[config.mk]
export PLATFORM = sky130hd
export DESIGN_NAME = time_set_ctrl_flat
export DESIGN_NICKNAME = d
export VERILOG_FILES = /design/src/rtl/time_set_pkg.sv /design/src/rtl/time_set_ctrl_if.sv /design/src/rtl/time_set_ctrl_edge_tick.sv /design/src/rtl/time_set_ctrl.sv /design/src/flat_wrapper.sv
export SDC_FILE = /design/constraint.sdc
export NUM_CORES = 1
export LEC_CHECK = 0
export ABC_AREA = 1
export BUFFER_PORTS_ARGS = -buffer_cell sky130_fd_sc_hd__buf_2
export CELL_PAD_IN_SITES_DETAIL_PLACEMENT = 1
export CELL_PAD_IN_SITES_GLOBAL_PLACEMENT = 1
export CORE_MARGIN = 4
export CORE_UTILIZATION = 35
export CTS_BUF_LIST = sky130_fd_sc_hd__clkbuf_8 sky130_fd_sc_hd__clkbuf_16
export DETAILED_ROUTE_END_ITERATION = 6
export PLACE_DENSITY = 0.74
export SETUP_SLACK_MARGIN = 0.2
export SLEW_MARGIN = 25
export SYNTH_ARGS = -nofsm -noshare
export SYNTH_HDL_FRONTEND = slang
export SYNTH_SLANG_ARGS = --single-unit
[constraint.sdc]
create_clock -name clk -period 3.6 [get_ports clk]
set_clock_uncertainty 0.05 [all_clocks]
set_input_delay 0.54 -clock clk [delete_from_list [all_inputs] [get_ports clk]]
set_output_delay 0.54 -clock clk [all_outputs]
set_load 0.005 [all_outputs]
[src/rtl/time_set_pkg.sv]
// ============================================================================
// Module      : time_set_pkg
// Description : Shared types, field codes and helpers for the RTC time-set
//               controller.
// Revision    : 1.0 - initial release
// ============================================================================
`default_nettype none

package time_set_pkg;

    typedef enum logic [1:0] {
        RUN    = 2'd0,
        SET_HH = 2'd1,
        SET_MM = 2'd2,
        SET_SS = 2'd3
    } state_e;

    localparam logic [1:0] FIELD_HH   = 2'd0;
    localparam logic [1:0] FIELD_MM   = 2'd1;
    localparam logic [1:0] FIELD_SS   = 2'd2;
    localparam logic [1:0] FIELD_NONE = 2'd3;

    // Bit positions of the buttons in the packed button vector
    localparam int BTN_CFG   = 4;
    localparam int BTN_LEFT  = 3;
    localparam int BTN_RIGHT = 2;
    localparam int BTN_UP    = 1;
    localparam int BTN_DN    = 0;

    // Bits needed for a counter running 0 .. n-1
    function automatic int cnt_width(input int n);
        return (n > 2) ? $clog2(n) : 1;
    endfunction

    function automatic logic [1:0] field_of(input state_e s);
        case (s)
            SET_HH:  return FIELD_HH;
            SET_MM:  return FIELD_MM;
            SET_SS:  return FIELD_SS;
            default: return FIELD_NONE;
        endcase
    endfunction

    function automatic state_e next_right(input state_e s);
        case (s)
            SET_HH:  return SET_MM;
            SET_MM:  return SET_SS;
            SET_SS:  return SET_HH;
            default: return s;
        endcase
    endfunction

    function automatic state_e next_left(input state_e s);
        case (s)
            SET_HH:  return SET_SS;
            SET_SS:  return SET_MM;
            SET_MM:  return SET_HH;
            default: return s;
        endcase
    endfunction

endpackage

`default_nettype wire

[src/rtl/time_set_ctrl_if.sv]
// ============================================================================
// Module      : time_set_ctrl_if
// Description : Button inputs and field-counter control outputs of the
//               time-set controller.
// Revision    : 1.0 - initial release
// ============================================================================
`default_nettype none

interface time_set_ctrl_if;
    logic       btn_cfg;
    logic       btn_left;
    logic       btn_right;
    logic       btn_up;
    logic       btn_down;
    logic       up_hh;
    logic       dn_hh;
    logic       up_mm;
    logic       dn_mm;
    logic       up_ss;
    logic       dn_ss;
    logic [1:0] field_sel;
    logic       edit_active;
    logic       run_en;
    logic       blink;

    modport master (
        output btn_cfg, btn_left, btn_right, btn_up, btn_down,
        input  up_hh, dn_hh, up_mm, dn_mm, up_ss, dn_ss,
        input  field_sel, edit_active, run_en, blink
    );

    modport slave (
        input  btn_cfg, btn_left, btn_right, btn_up, btn_down,
        output up_hh, dn_hh, up_mm, dn_mm, up_ss, dn_ss,
        output field_sel, edit_active, run_en, blink
    );
endinterface

`default_nettype wire

[src/rtl/time_set_ctrl_edge_tick.sv]
// ============================================================================
// Module      : edge_tick
// Description : Rising-edge detector for one debounced button; history resets
//               high so a button held through reset gives no tick.
// Revision    : 1.0 - initial release
// ============================================================================
`default_nettype none

module edge_tick (
    input  logic clk,
    input  logic reset,
    input  logic btn_i,
    output logic tick_o,
    output logic level_o
);
    logic sample_q;
    logic hist_q;

    always_ff @(posedge clk or posedge reset) begin
        if (reset) begin
            sample_q <= 1'b1;
            hist_q   <= 1'b1;
        end else begin
            sample_q <= btn_i;
            hist_q   <= sample_q;
        end
    end

    assign tick_o  = sample_q & ~hist_q;
    assign level_o = sample_q;
endmodule

`default_nettype wire

[src/rtl/time_set_ctrl.sv]
// ============================================================================
// Module      : time_set_ctrl
// Description : RTC edit-mode controller: field-select FSM, up/down pulse
//               steering, edit timeout and field blink. Optional auto-repeat
//               of held up/down buttons when AUTOREPEAT_EN is defined.
// Revision    : 1.0 - initial release
// ============================================================================
`default_nettype none

module time_set_ctrl
    import time_set_pkg::*;
#(
    parameter int TIMEOUT_CYCLES = 500_000_000,
    parameter int BLINK_CYCLES   = 25_000_000,
    parameter int REPEAT_DELAY   = 50_000_000,
    parameter int REPEAT_RATE    = 10_000_000
) (
    input  logic            clk,
    input  logic            reset,
    time_set_ctrl_if.slave  bus
);
    localparam int TO_W = cnt_width(TIMEOUT_CYCLES);
    localparam int BL_W = cnt_width(BLINK_CYCLES);

    logic [4:0] btn_raw;
    logic [4:0] tick;
    logic [4:0] level;

    assign btn_raw = {bus.btn_cfg, bus.btn_left, bus.btn_right, bus.btn_up, bus.btn_down};

    generate
        for (genvar i = 0; i < 5; i++) begin : g_edge
            edge_tick u_edge (
                .clk     (clk),
                .reset   (reset),
                .btn_i   (btn_raw[i]),
                .tick_o  (tick[i]),
                .level_o (level[i])
            );
        end
    endgenerate

    logic cfg_tick, left_tick, right_tick, up_tick, dn_tick;
    assign cfg_tick   = tick[BTN_CFG];
    assign left_tick  = tick[BTN_LEFT];
    assign right_tick = tick[BTN_RIGHT];
    assign up_tick    = tick[BTN_UP];
    assign dn_tick    = tick[BTN_DN];

    state_e          state_q, state_d;
    logic            accept, press_up, press_dn, pulse_up, pulse_dn;
    logic            rep_fire, rep_up;
    logic [TO_W-1:0] to_cnt_q, to_cnt_d;
    logic            to_hit;
    logic [BL_W-1:0] bl_cnt_q, bl_cnt_d;
    logic            blink_q, blink_d;
    logic [5:0]      pulse_q, pulse_d;
    logic [1:0]      fsel_q, fsel_d;
    logic            edit_q, edit_d;
    logic            run_q, run_d;

    assign to_hit = (to_cnt_q == TO_W'(TIMEOUT_CYCLES - 1));

    always_ff @(posedge clk or posedge reset) begin
        if (reset) begin
            state_q <= RUN;
        end else begin
            state_q <= state_d;
        end
    end

    // cfg beats navigation beats up/down; a losing tick is dropped
    always_comb begin
        state_d  = state_q;
        accept   = 1'b0;
        press_up = 1'b0;
        press_dn = 1'b0;
        pulse_up = 1'b0;
        pulse_dn = 1'b0;
        if (cfg_tick) begin
            state_d = (state_q == RUN) ? SET_HH : RUN;
            accept  = 1'b1;
        end else if (state_q != RUN) begin
            if (left_tick | right_tick) begin
                if (left_tick ^ right_tick) begin
                    state_d = right_tick ? next_right(state_q) : next_left(state_q);
                    accept  = 1'b1;
                end
            end else if (up_tick ^ dn_tick) begin
                press_up = up_tick;
                press_dn = dn_tick;
                pulse_up = up_tick;
                pulse_dn = dn_tick;
                accept   = 1'b1;
            end else if (rep_fire) begin
                pulse_up = rep_up;
                pulse_dn = ~rep_up;
                accept   = 1'b1;
            end
            if (!accept && to_hit) begin
                state_d = RUN;
            end
        end
    end

    always_comb begin
        pulse_d = 6'b0;
        case (state_q)
            SET_HH:  pulse_d = {pulse_up, pulse_dn, 4'b0};
            SET_MM:  pulse_d = {2'b0, pulse_up, pulse_dn, 2'b0};
            SET_SS:  pulse_d = {4'b0, pulse_up, pulse_dn};
            default: pulse_d = 6'b0;
        endcase
        fsel_d = field_of(state_d);
        edit_d = (state_d != RUN);
        run_d  = (state_d == RUN);

        if (!edit_d || accept) begin
            to_cnt_d = '0;
        end else begin
            to_cnt_d = to_cnt_q + TO_W'(1);
        end

        // Entry and field changes restart the blink phase with the field visible
        if (!edit_d || (state_d != state_q)) begin
            bl_cnt_d = '0;
            blink_d  = 1'b1;
        end else if (bl_cnt_q == BL_W'(BLINK_CYCLES - 1)) begin
            bl_cnt_d = '0;
            blink_d  = ~blink_q;
        end else begin
            bl_cnt_d = bl_cnt_q + BL_W'(1);
            blink_d  = blink_q;
        end
    end

    always_ff @(posedge clk or posedge reset) begin
        if (reset) begin
            pulse_q  <= 6'b0;
            fsel_q   <= FIELD_NONE;
            edit_q   <= 1'b0;
            run_q    <= 1'b1;
            blink_q  <= 1'b1;
            to_cnt_q <= '0;
            bl_cnt_q <= '0;
        end else begin
            pulse_q  <= pulse_d;
            fsel_q   <= fsel_d;
            edit_q   <= edit_d;
            run_q    <= run_d;
            blink_q  <= blink_d;
            to_cnt_q <= to_cnt_d;
            bl_cnt_q <= bl_cnt_d;
        end
    end

`ifdef AUTOREPEAT_EN
    localparam int REP_MAX = (REPEAT_DELAY > REPEAT_RATE) ? REPEAT_DELAY : REPEAT_RATE;
    localparam int RP_W    = cnt_width(REP_MAX);

    logic            rep_act_q, rep_act_d;
    logic            rep_up_q, rep_up_d;
    logic            rep_first_q, rep_first_d;
    logic [RP_W-1:0] rep_cnt_q, rep_cnt_d;
    logic            held, other, rep_stop;

    assign held     = rep_up_q ? level[BTN_UP] : level[BTN_DN];
    assign other    = rep_up_q ? level[BTN_DN] : level[BTN_UP];
    assign rep_stop = cfg_tick | left_tick | right_tick | (state_q == RUN) | ~held | other;
    assign rep_fire = rep_act_q & ~rep_stop &
                      (rep_cnt_q == (rep_first_q ? RP_W'(REPEAT_DELAY - 1) : RP_W'(REPEAT_RATE - 1)));
    assign rep_up   = rep_up_q;

    always_comb begin
        rep_act_d   = rep_act_q;
        rep_up_d    = rep_up_q;
        rep_first_d = rep_first_q;
        rep_cnt_d   = rep_cnt_q;
        if (press_up | press_dn) begin
            rep_act_d   = 1'b1;
            rep_up_d    = press_up;
            rep_first_d = 1'b1;
            rep_cnt_d   = '0;
        end else if (!rep_act_q || rep_stop) begin
            rep_act_d = 1'b0;
            rep_cnt_d = '0;
        end else if (rep_fire) begin
            rep_first_d = 1'b0;
            rep_cnt_d   = '0;
        end else begin
            rep_cnt_d = rep_cnt_q + RP_W'(1);
        end
    end

    always_ff @(posedge clk or posedge reset) begin
        if (reset) begin
            rep_act_q   <= 1'b0;
            rep_up_q    <= 1'b0;
            rep_first_q <= 1'b1;
            rep_cnt_q   <= '0;
        end else begin
            rep_act_q   <= rep_act_d;
            rep_up_q    <= rep_up_d;
            rep_first_q <= rep_first_d;
            rep_cnt_q   <= rep_cnt_d;
        end
    end

    logic unused_levels;
    assign unused_levels = ^level[4:2];
`else
    assign rep_fire = 1'b0;
    assign rep_up   = 1'b0;

    logic unused_repeat;
    assign unused_repeat = ^{level, 32'(REPEAT_DELAY), 32'(REPEAT_RATE), press_up, press_dn};
`endif

    assign bus.up_hh       = pulse_q[5];
    assign bus.dn_hh       = pulse_q[4];
    assign bus.up_mm       = pulse_q[3];
    assign bus.dn_mm       = pulse_q[2];
    assign bus.up_ss       = pulse_q[1];
    assign bus.dn_ss       = pulse_q[0];
    assign bus.field_sel   = fsel_q;
    assign bus.edit_active = edit_q;
    assign bus.run_en      = run_q;
    assign bus.blink       = blink_q;
endmodule

`default_nettype wire

[src/flat_wrapper.sv]
// flat-port wrapper written by rule: the top's interface ports become plain ports
module time_set_ctrl_flat import time_set_pkg::*;
#(
    parameter int TIMEOUT_CYCLES = 500_000_000,
    parameter int BLINK_CYCLES   = 25_000_000,
    parameter int REPEAT_DELAY   = 50_000_000,
    parameter int REPEAT_RATE    = 10_000_000
)
  (clk, reset, bus_btn_cfg, bus_btn_left, bus_btn_right, bus_btn_up, bus_btn_down, bus_up_hh, bus_dn_hh, bus_up_mm, bus_dn_mm, bus_up_ss, bus_dn_ss, bus_field_sel, bus_edit_active, bus_run_en, bus_blink);
  time_set_ctrl_if bus_i ();
  input  logic clk;
  input  logic reset;
  input wire logic [$bits(bus_i.btn_cfg)-1:0] bus_btn_cfg;
  input wire logic [$bits(bus_i.btn_left)-1:0] bus_btn_left;
  input wire logic [$bits(bus_i.btn_right)-1:0] bus_btn_right;
  input wire logic [$bits(bus_i.btn_up)-1:0] bus_btn_up;
  input wire logic [$bits(bus_i.btn_down)-1:0] bus_btn_down;
  output wire logic [$bits(bus_i.up_hh)-1:0] bus_up_hh;
  output wire logic [$bits(bus_i.dn_hh)-1:0] bus_dn_hh;
  output wire logic [$bits(bus_i.up_mm)-1:0] bus_up_mm;
  output wire logic [$bits(bus_i.dn_mm)-1:0] bus_dn_mm;
  output wire logic [$bits(bus_i.up_ss)-1:0] bus_up_ss;
  output wire logic [$bits(bus_i.dn_ss)-1:0] bus_dn_ss;
  output wire logic [$bits(bus_i.field_sel)-1:0] bus_field_sel;
  output wire logic [$bits(bus_i.edit_active)-1:0] bus_edit_active;
  output wire logic [$bits(bus_i.run_en)-1:0] bus_run_en;
  output wire logic [$bits(bus_i.blink)-1:0] bus_blink;
  assign bus_i.btn_cfg = bus_btn_cfg;
  assign bus_i.btn_left = bus_btn_left;
  assign bus_i.btn_right = bus_btn_right;
  assign bus_i.btn_up = bus_btn_up;
  assign bus_i.btn_down = bus_btn_down;
  assign bus_up_hh = bus_i.up_hh;
  assign bus_dn_hh = bus_i.dn_hh;
  assign bus_up_mm = bus_i.up_mm;
  assign bus_dn_mm = bus_i.dn_mm;
  assign bus_up_ss = bus_i.up_ss;
  assign bus_dn_ss = bus_i.dn_ss;
  assign bus_field_sel = bus_i.field_sel;
  assign bus_edit_active = bus_i.edit_active;
  assign bus_run_en = bus_i.run_en;
  assign bus_blink = bus_i.blink;
  time_set_ctrl #(.TIMEOUT_CYCLES(TIMEOUT_CYCLES), .BLINK_CYCLES(BLINK_CYCLES), .REPEAT_DELAY(REPEAT_DELAY), .REPEAT_RATE(REPEAT_RATE)) u_core (.clk(clk), .reset(reset), .bus(bus_i));
endmodule
# Yosys cells after proc, flatten, opt, wreduce, memory -nomap -nowiden
# Cells that the tools add are included.
# totals
wordCells	84
input_bits	7
ff_bits	77
# classes
n_mux	31
add_sub_neg	2
n_bitwise	14
reduce_logical	10
eq_ne	9
# op_table
cell	count
$mux 25	2
$add 29x1->29 const B	1
$eq 29x29->1 const B	1
$mux 29	1
$add 25x1->25 const B	1
$eq 25x25->1 const B	1
$mux 1	18
$pmux 2 s3	3
$pmux 6 s3	1
$mux 2	6
$eq 2x2->1 const B	4
$not 1->1	6
$reduce_bool 2->1	3
$and 1x1->1	5
$eq 2x1->1 const B	2
$logic_not 2->1	2
$logic_not 1->1	2
$logic_or 1x1->1	2
$ne 2x2->1	1
$xor 1x1->1	2
$logic_and 1x1->1	1
$or 1x1->1	1

# Depth between registers and ports, before layout
# Gate-level depths: netlist (run 1).
# logic_depth
word_depth	16
depth_mapped	19
ltp_nobuf	18

# Hierarchy
# A second synthesis (run 1) with hierarchy kept.
# hier_totals
hier_cells	542
hier_area_um2	4346.7
# by_module_without_submodules
mod	cells_per_inst	instances	area_each_um2
time_set_ctrl	517	1	4015.1
edge_tick	5	5	66.3

# Worst setup path after synthesis (run 1)
# Ideal clock, no wire load.
# synth_path
path_kind	reg2reg
from	register u_core.g_edge[2].u_edge.sample_q
to	register u_core.to_cnt_q[19]
period_less_slack_ns	2.707
required_ns	3.418
t_arrival_ns	2.525
setup_slack_ns	0.893
n_path_buf	2
stages_incl_launch_ff	16
cell_sequence	dfstp_2 nand2_1 ha_1 o21ai_0 nand3_1 nor2_1 nand2_1 nand2_1 nand2_2 inv_1 ha_1 inv_1 o211ai_1 clkbuf_1 clkbuf_1 nor2_1
# synth_between
elab_chain_cells	15
# synth_lines
item	line_no	source
from (decl)	time_set_ctrl_edge_tick.sv:16	logic sample_q;
from (signal assigned)	time_set_ctrl_edge_tick.sv:24	sample_q <= btn_i;
$and 1x1->1 (*)	time_set_ctrl_edge_tick.sv:29	assign tick_o = sample_q & ~hist_q;
$xor 1x1->1	time_set_ctrl.sv:85	if (left_tick ^ right_tick) begin
$mux 1	time_set_ctrl.sv:85	
$mux 1	time_set_ctrl.sv:84	if (left_tick | right_tick) begin
$mux 1	time_set_ctrl.sv:83	end else if (state_q != RUN) begin
$mux 1	time_set_ctrl.sv:80	if (cfg_tick) begin
$logic_not 1->1	time_set_ctrl.sv:100	if (!accept && to_hit) begin
$logic_and 1x1->1	time_set_ctrl.sv:100	
[2 not listed]	n/a	
$mux 2 (*)	time_set_ctrl.sv:80	
via u_core.state_d[0]	time_set_ctrl.sv:50	state_e state_q, state_d;
$reduce_bool 2->1 (*)	time_set_ctrl.sv:115	edit_d = (state_d != RUN);
via u_core.edit_d	time_set_ctrl.sv:59	logic edit_q, edit_d;
$logic_not 1->1 (*)	time_set_ctrl.sv:118	if (!edit_d || accept) begin
$logic_or 1x1->1 (*)	time_set_ctrl.sv:118	
$mux 29 (*)	time_set_ctrl.sv:118	
via u_core.to_cnt_d[19]	time_set_ctrl.sv:53	logic [TO_W-1:0] to_cnt_q, to_cnt_d;
to (signal assigned)	time_set_ctrl.sv:152	to_cnt_q <= to_cnt_d;
to (decl)	time_set_ctrl.sv:53	
# Mark *: on every way through the listed nets, which the timed path passes. The rest lies on a longest branch. The select of a mux whose other input is x is not followed.
# A chain may end at the register's enable or synchronous reset.

# Worst setup path after layout (run 1)
# layout_path
from	register u_core.g_edge[2].u_edge.sample_q
to	register u_core.bl_cnt_q[3]
# layout_between
elab_chain_cells	15
# layout_lines
item	line_no	source
$and 1x1->1 (*)	time_set_ctrl_edge_tick.sv:29	
$xor 1x1->1	time_set_ctrl.sv:85	
$mux 1	time_set_ctrl.sv:85	
$mux 1	time_set_ctrl.sv:84	
$mux 1	time_set_ctrl.sv:83	
$mux 1	time_set_ctrl.sv:80	
$logic_not 1->1	time_set_ctrl.sv:100	
$logic_and 1x1->1	time_set_ctrl.sv:100	
[2 not listed]	n/a	
$mux 2 (*)	time_set_ctrl.sv:80	
via u_core.state_d[0]	time_set_ctrl.sv:50	
$reduce_bool 2->1 (*)	time_set_ctrl.sv:115	
via u_core.edit_d	time_set_ctrl.sv:59	
$logic_not 1->1 (*)	time_set_ctrl.sv:125	if (!edit_d || (state_d != state_q)) begin
$logic_or 1x1->1 (*)	time_set_ctrl.sv:125	
$mux 25 (*)	time_set_ctrl.sv:125	
via u_core.bl_cnt_d[3]	time_set_ctrl.sv:55	logic [BL_W-1:0] bl_cnt_q, bl_cnt_d;
to (signal assigned)	time_set_ctrl.sv:153	bl_cnt_q <= bl_cnt_d;
to (decl)	time_set_ctrl.sv:55	
# Marks and branches as above.

==> results.py, run 1 <==
metrics = {
    "floorplanning": {
        "die_w_um": 117.6,
        "core_area_um2": 11560,
        "pin_count": 18,
        "die_area_um2": 13830,
        "rows": 39,
        "start_util": 0.3635,
        "die_h_um": 117.6,
    },
    "sta": {
        "max_slew.worst_pin.slew_ns": 0.8156,
        "hold_violations": 0,
        "rsz0062_at_grt": "false",
        "fmax_ghz": 0.3451,
        "period_share": 0.8049,
        "setup-tns-final_ns": 0,
        "setup_viol": 0,
        "fin_crit_ns": 2.897,
        "setup_ws_ns": 0.7025,
        "slew_viol_final": 0,
        "slew_headroom": 0.4546,
    },
    "route": {
        "drt_iter0_markers": 166,
        "num_vias": 3638,
        "drc_errors": 0,
        "wl_per_cell_um": 15.06,
        "routed_wl_um": 10740,
        "ant_nets": 0,
        "via_per_inst": 5.102,
        "first_pass_iters": 4,
    },
    "clocking": {
        "post-cts-setup-buffer-count": 0,
        "cts_resized": 0,
        "cts-root-buf": "clkbuf_16",
        "hold_buffers": 0,
        "cts.sinks": 77,
        "clk_path_buf_depth": 2,
        "cts_inserted_buffers": 9,
        "clock_latency_ns": 0.35,
        "cts_tree": "built",
        "clk_pin_slew_ns": 0.06,
        "htreeDepth": 3,
    },
    "worst_setup_path": {
        "path_max_fanout": 25,
        "ff2ff_setup_slack_ns": 0.70,
        "critPathKind": "reg -> reg",
        "ff2ff_path_depth": 16,
        "max_stage_delay_ns": 0.54,
        "cp-end-kind": "flop",
        "path_delay_family": "simple AND/OR/NAND/NOR gates",
        "start_kind": "flop",
        "reg2reg_to": "u_core.bl_cnt_q[3]",
        "crit_top_cell": "nand2_1",
        "slowest_stage": "dfstp_2",
        "crit_arrival_ns": 3.11,
        "r2r_start": "u_core.g_edge[2].u_edge.level_o",
        "crit_path_start": "u_core.g_edge[2].u_edge.level_o",
        "cp.required_ns": 3.81,
        "critical_path.cell_chain": "nand2_1, ha_1, inv_1, nand2_1, nor2_1, nand3_1, a21oi_1, nand2_1, nand2_2, inv_1, ha_1, inv_1, nand2_1, nor2_2, nand2_4, nor2_1",
        "crit_cells": 16,
        "crit_end": "u_core.bl_cnt_q[3]",
        "cp_num_buf_inv": 3,
    },
    "layout": {
        "fin_area_um2": 4731,
        "final_common_cell": "nand2_1",
        "fin_nets": 582,
        "fillCellCount": 1422,
        "finalNonFillerCells": 713,
        "syn_to_final_growth_pct": 12.53,
        "diodes": 0,
        "final_cell_mix": "nand2_1 (102), inv_1 (81), nor2_1 (76)",
        "drive_gt1_frac": 0.1456,
    },
    "pwr": {
        "p_leak_nw": 2.032,
        "p_per_area_nw_per_um2": 488.3,
        "vdd_drop_max_uv": 369.8,
        "finalPower_mw": 2.310,
    },
    "yosys": {
        "synth_edf_count": 0,
        "ys_seq_elements": 77,
        "avgSynthCellArea_um2": 7.757,
        "synth_ff_type": "dfrtp_1",
        "synth-async-reset-ratio": 1.000,
        "yosysWarnings": 0,
        "synth_nets": 559,
        "synthCells": 542,
        "seq_area_frac_synth": 0.4625,
        "synth_area_um2": 4204,
        "ys_types": 31,
    },
    "place": {
        "hpwl_um": 8053,
        "place.gp.congestion": 0.8397,
        "placed_area_um2": 4446,
        "portBuffers": 17,
        "post-place-ws_ns": 0.5155,
        "dp_cells": 697,
    },
    "grt": {
        "grt_max_degree": 65,
        "grt_overflow": 0,
        "grt_use_total": 0.1633,
        "grt_pass1_vias": 3935,
        "grt_pass1_wl_um": 18710,
        "antenna_found_initial": 0,
    },
    "job": {
        "cap_viol_max_count": 0,
    },
    "min_path": {
        "hp-class": "in -> async",
    },
    "outcome": {
        "run_status": "finished clean",
    },
}
-- kinds of logic after synthesis --
logic type | count (synthesis) | synth area share
simple gates | 319 | 0.3515
compound gates | 31 | 0.04196
buf+inv | 91 | 0.08512
flops | 77 | 0.4625
xor+xnor | 14 | 0.02917
fa+ha+maj | 10 | 0.02976
-- Yosys cell counts (all sizes together) (4+ instances only) --
library cell,count,share of area
or2,4,0.0060
o21ai,14,0.017
o21a,4,0.0071
nor4,10,0.015
clkbuf,4,0.0036
inv,84,0.075
xnor2,5,0.010
xor2,9,0.019
a21oi,9,0.011
nand4,22,0.033
nor3,30,0.036
nand3,39,0.046
nor2,98,0.10
dfstp,14,0.087
nand2,107,0.10
ha,10,0.030
nor3b,4,0.0071
dfrtp,63,0.37
-- metrics by stage --
step	hold slack [ns]	util
floorplan	0.3040	-
global placement	0.3055	0.3841
detailed placement	0.3086	0.3844
CTS	0.2268	0.4086
global route	0.2244	0.4091
finish	0.1890	0.4091
-- flip-flops by register name, indices dropped and copies added, names as in the netlist --
name                          count
u_core.bus.edit_active            1
u_core.bus.field_sel              2
u_core.bus.run_en                 1
u_core.to_cnt_q                  29
u_core.bus.blink                  1
u_core.pulse_q                    6
u_core.g_edge.u_edge.hist_q       5
u_core.state_q                    2
u_core.bl_cnt_q                  25
u_core.g_edge.u_edge.level_o      5
-- how the worst min path moves through the flow --
stage,start,end,slack [ns],cells after the start
floorplan,u_core.g_edge[0].u_edge.level_o,u_core.g_edge[0].u_edge.hist_q,0.30,0
global placement,u_core.g_edge[0].u_edge.level_o,u_core.g_edge[0].u_edge.hist_q,0.31,0
finish,reset,u_core.state_q[1],0.19,2
CTS,reset,u_core.pulse_q[1],0.23,2
detailed placement,u_core.g_edge[1].u_edge.level_o,u_core.g_edge[1].u_edge.hist_q,0.31,0
global route,bus_btn_cfg,u_core.g_edge[4].u_edge.level_o,0.22,1
-- report_power, final --
group          switching [mW]  leakage (nW)  internal, mW
clock                   0.391         0.141         0.476
combinational           0.343         0.872         0.120
sequential             0.0401          1.02         0.940
-- routing by layer --
metal,global-route usage,vias up,share of wire
li1,-,1790,-
met2,0.2905,45,0.50
met5,0,-,0
met3,0.03075,18,0.025
met1,0.1981,1785,0.45
met4,0.05641,0,0.018
-- layout make-up --
type / count / area, um2 / share of cell area
Inverter: 84 / 320.3 / 0.06771
Clock inverter: 7 / 55.05 / 0.01164
Multi-Input combinational cell: 374 / 1907 / 0.4031
Timing Repair Buffer: 19 / 100.1 / 0.02116
Clock buffer: 9 / 225.2 / 0.04761
Sequential cell: 77 / 1944 / 0.4110
Tap cell: 143 / 178.9 / 0.03782
-- worst reg2reg max path: stages, from the launching register on --
cell	delay, ns
dfstp_2	0.54
nand2_1	0.10
ha_1	0.27
inv_1	0.09
nand2_1	0.08
nor2_1	0.19
nand3_1	0.12
a21oi_1	0.17
nand2_1	0.08
nand2_2	0.09
inv_1	0.07
ha_1	0.21
inv_1	0.10
nand2_1	0.08
nor2_2	0.15
nand2_4	0.25
nor2_1	0.18
Power figures use the tool's default switching activity.
==> inputs of run 2 (changes only) <==
clock period = 2.8 ns   (was 3.6 ns; I/O delays follow)
==> results.py, run 2 (same netlist as run 1, synthesis figures left out) <==
metrics = {
    "worst_setup_path": {
        "crit_end": "u_core.to_cnt_q[22]",
        "cp.required_ns": 3.02,
        "r2r_start": "u_core.g_edge[2].u_edge.level_o",
        "start_kind": "flop",
        "crit_path_start": "u_core.g_edge[2].u_edge.level_o",
        "critPathKind": "reg -> reg",
        "cp-end-kind": "flop",
        "path_max_fanout": 7,
        "crit_arrival_ns": 2.81,
        "ff2ff_path_depth": 16,
        "ff2ff_setup_slack_ns": 0.21,
        "reg2reg_to": "u_core.to_cnt_q[22]",
    },
    "floorplanning": {
        "die_w_um": 117.6,
        "core_area_um2": 11560,
        "rows": 39,
        "die_h_um": 117.6,
        "start_util": 0.3635,
        "die_area_um2": 13830,
        "pin_count": 18,
    },
    "grt": {
        "antenna_found_initial": 0,
        "use_met3": 0.04901,
        "grt_pass1_wl_um": 19890,
        "grt_use_met2": 0.3158,
        "grt-busiest-layer": "met2",
        "grt_use_total": 0.1776,
        "grt_overflow": 0,
        "met1_usage": 0.2073,
        "grt_pass1_vias": 4062,
        "grt_max_degree": 31,
    },
    "layout": {
        "drive_gt1_frac": 0.2584,
        "largestRegisters": "u_core.to_cnt_q x29, u_core.bl_cnt_q x25, u_core.pulse_q x6",
        "largest_register_ffs": 29,
        "final_common_cell": "nand2_1",
        "fin_area_um2": 5354,
        "syn_to_final_growth_pct": 27.35,
        "final_cell_mix": "nand2_1 (97), inv_1 (77), dfrtp_1 (63)",
        "regMostFlops": "u_core.to_cnt_q",
        "fin_nets": 604,
        "diodes": 0,
    },
    "clocking": {
        "cts-root-buf": "clkbuf_16",
        "htreeDepth": 3,
        "clk_path_buf_depth": 2,
        "cts_tree": "built",
        "clock_latency_ns": 0.35,
        "cts_inserted_buffers": 9,
        "clk_pin_slew_ns": 0.06,
        "cts.sinks": 77,
    },
    "sta": {
        "hold_violations": 0,
        "fin_crit_ns": 2.588,
        "setup_ws_ns": 0.2120,
        "period_share": 0.9243,
        "max_slew.worst_pin.slew_ns": 0.5635,
        "setup_viol": 0,
        "holdWs_ns": 0.04118,
        "rsz0062_at_grt": "true",
        "slew_headroom": 0.6209,
        "fmax_ghz": 0.3864,
        "slew_viol_final": 0,
        "setup-tns-final_ns": 0,
    },
    "route": {
        "drc_errors": 0,
        "num_vias": 3824,
        "wl_per_cell_um": 16.80,
        "routed_wl_um": 12350,
        "first_pass_iters": 4,
        "ant_nets": 0,
        "drt_iter0_markers": 159,
        "via_per_inst": 5.203,
    },
    "pwr": {
        "switchingPower_mw": 1.291,
        "p_per_area_nw_per_um2": 732.6,
        "pwr-share-comb": 0.347,
        "p_sw_frac": 0.3293,
        "p_leak_nw": 2.236,
        "internal_power_mw": 2.631,
        "share_seq_of_total_power": 0.323,
        "vdd_drop_max_uv": 589.4,
        "power_frac_clock": 0.330,
    },
    "place": {
        "hpwl_um": 8182,
        "portBuffers": 17,
        "post-place-ws_ns": 0.03342,
        "placed_area_um2": 4489,
        "place.gp.congestion": 0.8836,
    },
    "job": {
        "cap_viol_max_count": 0,
    },
    "outcome": {
        "run_status": "finished clean",
    },
    "min_path": {
        "hp-class": "in -> async",
    },
}
==> run 2: cell count changes in the layout (fill, tap and decap cells not counted), sizes merged <==
cell / before / now
inv: 87 / 85
clkbuf: 9 / 14
clkinv: 4 / 3
buf: 19 / 38
bufinv: 0 / 1
==> run 2: layout make-up <==
cell class | instances | area [um2]
well taps | 143 | 178.9
clock buffers | 11 | 275.3
flip-flops and latches | 77 | 1944
inverters | 84 | 319.1
repair buffers | 41 | 399.1
fillers | 1368 | 6211
multi-input cells | 374 | 2176
clock inverters | 5 | 61.31
==> run 2: worst max-delay path, stage by stage (launching register included) <==
cell	delay, ns
dfstp_2	0.57
nand2_4	0.07
ha_4	0.28
nand2_1	0.08
nor2_2	0.12
nand3_2	0.09
a21oi_2	0.12
nand2_1	0.09
nand2_2	0.08
inv_2	0.05
ha_4	0.16
inv_4	0.06
o211ai_1	0.10
buf_4	0.19
buf_12	0.12
buf_16	0.14
nor2_1	0.13
==> run 2: worst min path at each step <==
| stage | start | to | depth (start not counted) |
|---|---|---|---|
| after global placement | u_core.g_edge[0].u_edge.level_o | u_core.g_edge[0].u_edge.hist_q | 0 |
| after floorplan | u_core.g_edge[0].u_edge.level_o | u_core.g_edge[0].u_edge.hist_q | 0 |
| after detailed placement | u_core.g_edge[1].u_edge.level_o | u_core.g_edge[1].u_edge.hist_q | 0 |
| after CTS | reset | u_core.pulse_q[2] | 2 |
| final | reset | u_core.pulse_q[2] | 2 |
| after global routing | reset | u_core.pulse_q[2] | 2 |
==> run 2: per-layer routing <==
metal | wire length [um] | part of all wire
met5 | 0 | 0
met4 | 380 | 0.031
met3 | 376 | 0.030
met2 | 6348 | 0.51
met1 | 5243 | 0.42
==> run 2: repair_timing <==
| action | in CTS | in global routing |
|---|---|---|
| pin swaps | 8 | 21 |
| setup buffers | 9 | 4 |
| setup endpoints to repair | 54 | 54 |
| resized for setup | 24 | 52 |
| gates cloned | 3 | 3 |
| hold buffers | 0 | 0 |
| hold endpoints to repair | 0 | 0 |
==> run 2: power groups by stage <==
stage                     Sequential, mW  Combinational, mW  Clock (mW)
after floorplan                     1.27              0.457           0
after global placement              1.28              0.636           0
after detailed placement            1.28              0.667           0
after CTS                           1.27              0.981        1.33
after global routing                1.28               1.45        1.38
final                               1.27               1.36        1.29
==> run 2: through the flow <==
| step | power [mW] | utilization | instances |
|---|---|---|---|
| after floorplan | 1.727 | - | 542 |
| after global placement | 1.918 | 0.3882 | 700 |
| after detailed placement | 1.949 | 0.3882 | 700 |
| after CTS | 3.580 | 0.4373 | 728 |
| after global routing | 4.114 | 0.4629 | 735 |
| final | 3.922 | 0.4629 | 735 |
==> inputs of run 3 (changes only) <==
PLACE_DENSITY = default   (was 0.74)
PLACE_DENSITY_LB_ADDON = 0.3   (was default)
==> results.py, run 3 (same netlist as run 1, synthesis figures left out) <==
metrics = {
    "worst_setup_path": {
        "start_kind": "flop",
        "crit_arrival_ns": 2.87,
        "ff2ff_setup_slack_ns": 0.13,
        "r2r_start": "u_core.g_edge[2].u_edge.level_o",
        "crit_end": "u_core.to_cnt_q[12]",
        "cp-end-kind": "flop",
        "crit_path_start": "u_core.g_edge[2].u_edge.level_o",
        "critPathKind": "reg -> reg",
        "reg2reg_to": "u_core.to_cnt_q[12]",
        "path_max_fanout": 8,
        "cp.required_ns": 3.00,
        "ff2ff_path_depth": 15,
    },
    "route": {
        "wl_met1_um": 5287,
        "via_per_inst": 5.102,
        "met3WireLength_um": 297,
        "drt_iter0_markers": 135,
        "routed_wl_um": 12010,
        "highest_layer": "met4",
        "wl_per_cell_um": 16.39,
        "num_vias": 3740,
        "wl_met2_um": 6268,
        "ant_nets": 0,
        "drc_errors": 0,
        "first_pass_iters": 4,
    },
    "place": {
        "dp_cells": 701,
        "placed_area_um2": 4497,
        "place.gp.congestion": 0.8501,
        "portBuffers": 17,
        "post-place-ws_ns": 0.01125,
        "hpwl_um": 8114,
    },
    "floorplanning": {
        "core_area_um2": 11560,
        "rows": 39,
        "die_w_um": 117.6,
        "start_util": 0.3635,
        "die_h_um": 117.6,
        "pin_count": 18,
        "die_area_um2": 13830,
    },
    "grt": {
        "grt_pass1_vias": 4101,
        "antenna_found_initial": 0,
        "grt_pass1_wl_um": 20230,
        "grt_max_degree": 29,
        "grt_overflow": 0,
        "grt_use_total": 0.1799,
    },
    "clocking": {
        "clk_path_buf_depth": 2,
        "cts-root-buf": "clkbuf_16",
        "clock_latency_ns": 0.34,
        "cts_inserted_buffers": 9,
        "clk_pin_slew_ns": 0.06,
        "cts.sinks": 77,
        "cts_tree": "built",
        "htreeDepth": 3,
        "hold_buffers": 0,
    },
    "layout": {
        "syn_to_final_growth_pct": 25.71,
        "finalNonFillerCells": 733,
        "largest_register_ffs": 29,
        "drive_gt1_frac": 0.2373,
        "regMostFlops": "u_core.to_cnt_q",
        "final_cell_mix": "nand2_1 (97), inv_1 (80), nor2_1 (65)",
        "largestRegisters": "u_core.to_cnt_q x29, u_core.bl_cnt_q x25, u_core.pulse_q x6",
        "fin_area_um2": 5285,
        "diodes": 0,
        "fin_util": 0.4570,
        "fin_nets": 602,
        "final_common_cell": "nand2_1",
        "fillCellCount": 1380,
    },
    "sta": {
        "hold_violations": 0,
        "setup_ws_ns": 0.1299,
        "period_share": 0.9536,
        "slew_viol_final": 0,
        "holdWs_ns": 0.04439,
        "fmax_ghz": 0.3745,
        "slew_headroom": 0.6168,
        "fin_crit_ns": 2.670,
        "max_slew.worst_pin.slew_ns": 0.5696,
        "rsz0062_at_grt": "true",
        "setup_viol": 0,
        "setup-tns-final_ns": 0,
    },
    "pwr": {
        "vdd_drop_max_uv": 496.8,
        "finalPower_mw": 3.837,
        "p_leak_nw": 2.229,
        "p_per_area_nw_per_um2": 726.1,
    },
    "outcome": {
        "run_status": "finished clean",
    },
    "min_path": {
        "hp-class": "in -> async",
    },
    "job": {
        "cap_viol_max_count": 0,
    },
}
## run 3: how the worst min path moves through the flow
stage,startpoint,end,slack [ns],depth (start not counted)
2_1_floorplan,u_core.g_edge[0].u_edge.level_o,u_core.g_edge[0].u_edge.hist_q,0.30,0
3_3_place_gp,u_core.g_edge[0].u_edge.level_o,u_core.g_edge[0].u_edge.hist_q,0.31,0
3_5_place_dp,u_core.g_edge[1].u_edge.level_o,u_core.g_edge[1].u_edge.hist_q,0.31,0
4_1_cts,reset,u_core.to_cnt_q[20],0.05,2
5_1_grt,reset,u_core.to_cnt_q[22],0.07,2
6_report,reset,u_core.to_cnt_q[20],0.04,2
## run 3: worst max-delay path: stages (launching register included)
cell and delay, ns:
dfstp_2 0.57, nand2_4 0.08, ha_4 0.29, nand2_2 0.09, nor2_4 0.15, nand3_2 0.09
a21oi_2 0.14, nand2_1 0.07, nand2_2 0.08, inv_2 0.06, ha_4 0.16, inv_4 0.05
o211ai_1 0.14, buf_4 0.19, clkbuf_16 0.17, nor3b_1 0.22
## run 3: area by class of cell
cell class	count	area, um2	share of cell area
Sequential cell	77	1944	0.3679
Multi-Input combinational cell	374	2133	0.4036
Tap cell	143	178.9	0.03385
Inverter	84	319.1	0.06037
Clock inverter	5	75.07	0.01420
Clock buffer	11	252.7	0.04782
Timing Repair Buffer	39	381.6	0.07221
## run 3: where the power goes
group / internal, mW / switching, mW / leakage [nW] / total [mW]
Sequential: 1.21 / 0.0581 / 1.02 / 1.27
Combinational: 0.582 / 0.708 / 1.05 / 1.29
Clock: 0.823 / 0.457 / 0.164 / 1.28
## run 3: timing repair
action	4_1_cts	5_1_grt
resized for setup	29	39
pin swaps	14	19
setup buffers	8	2
cloned	5	1
endpoints found under the setup margin	54	54
## run 3: metal layers
| metal | vias up | GRT usage |
|---|---|---|
| met2 | 37 | 0.3172 |
| met3 | 12 | 0.04613 |
| met4 | 0 | 0.05128 |
| met5 | - | 0 |
| met1 | 1865 | 0.2172 |
| li1 | 1826 | - |
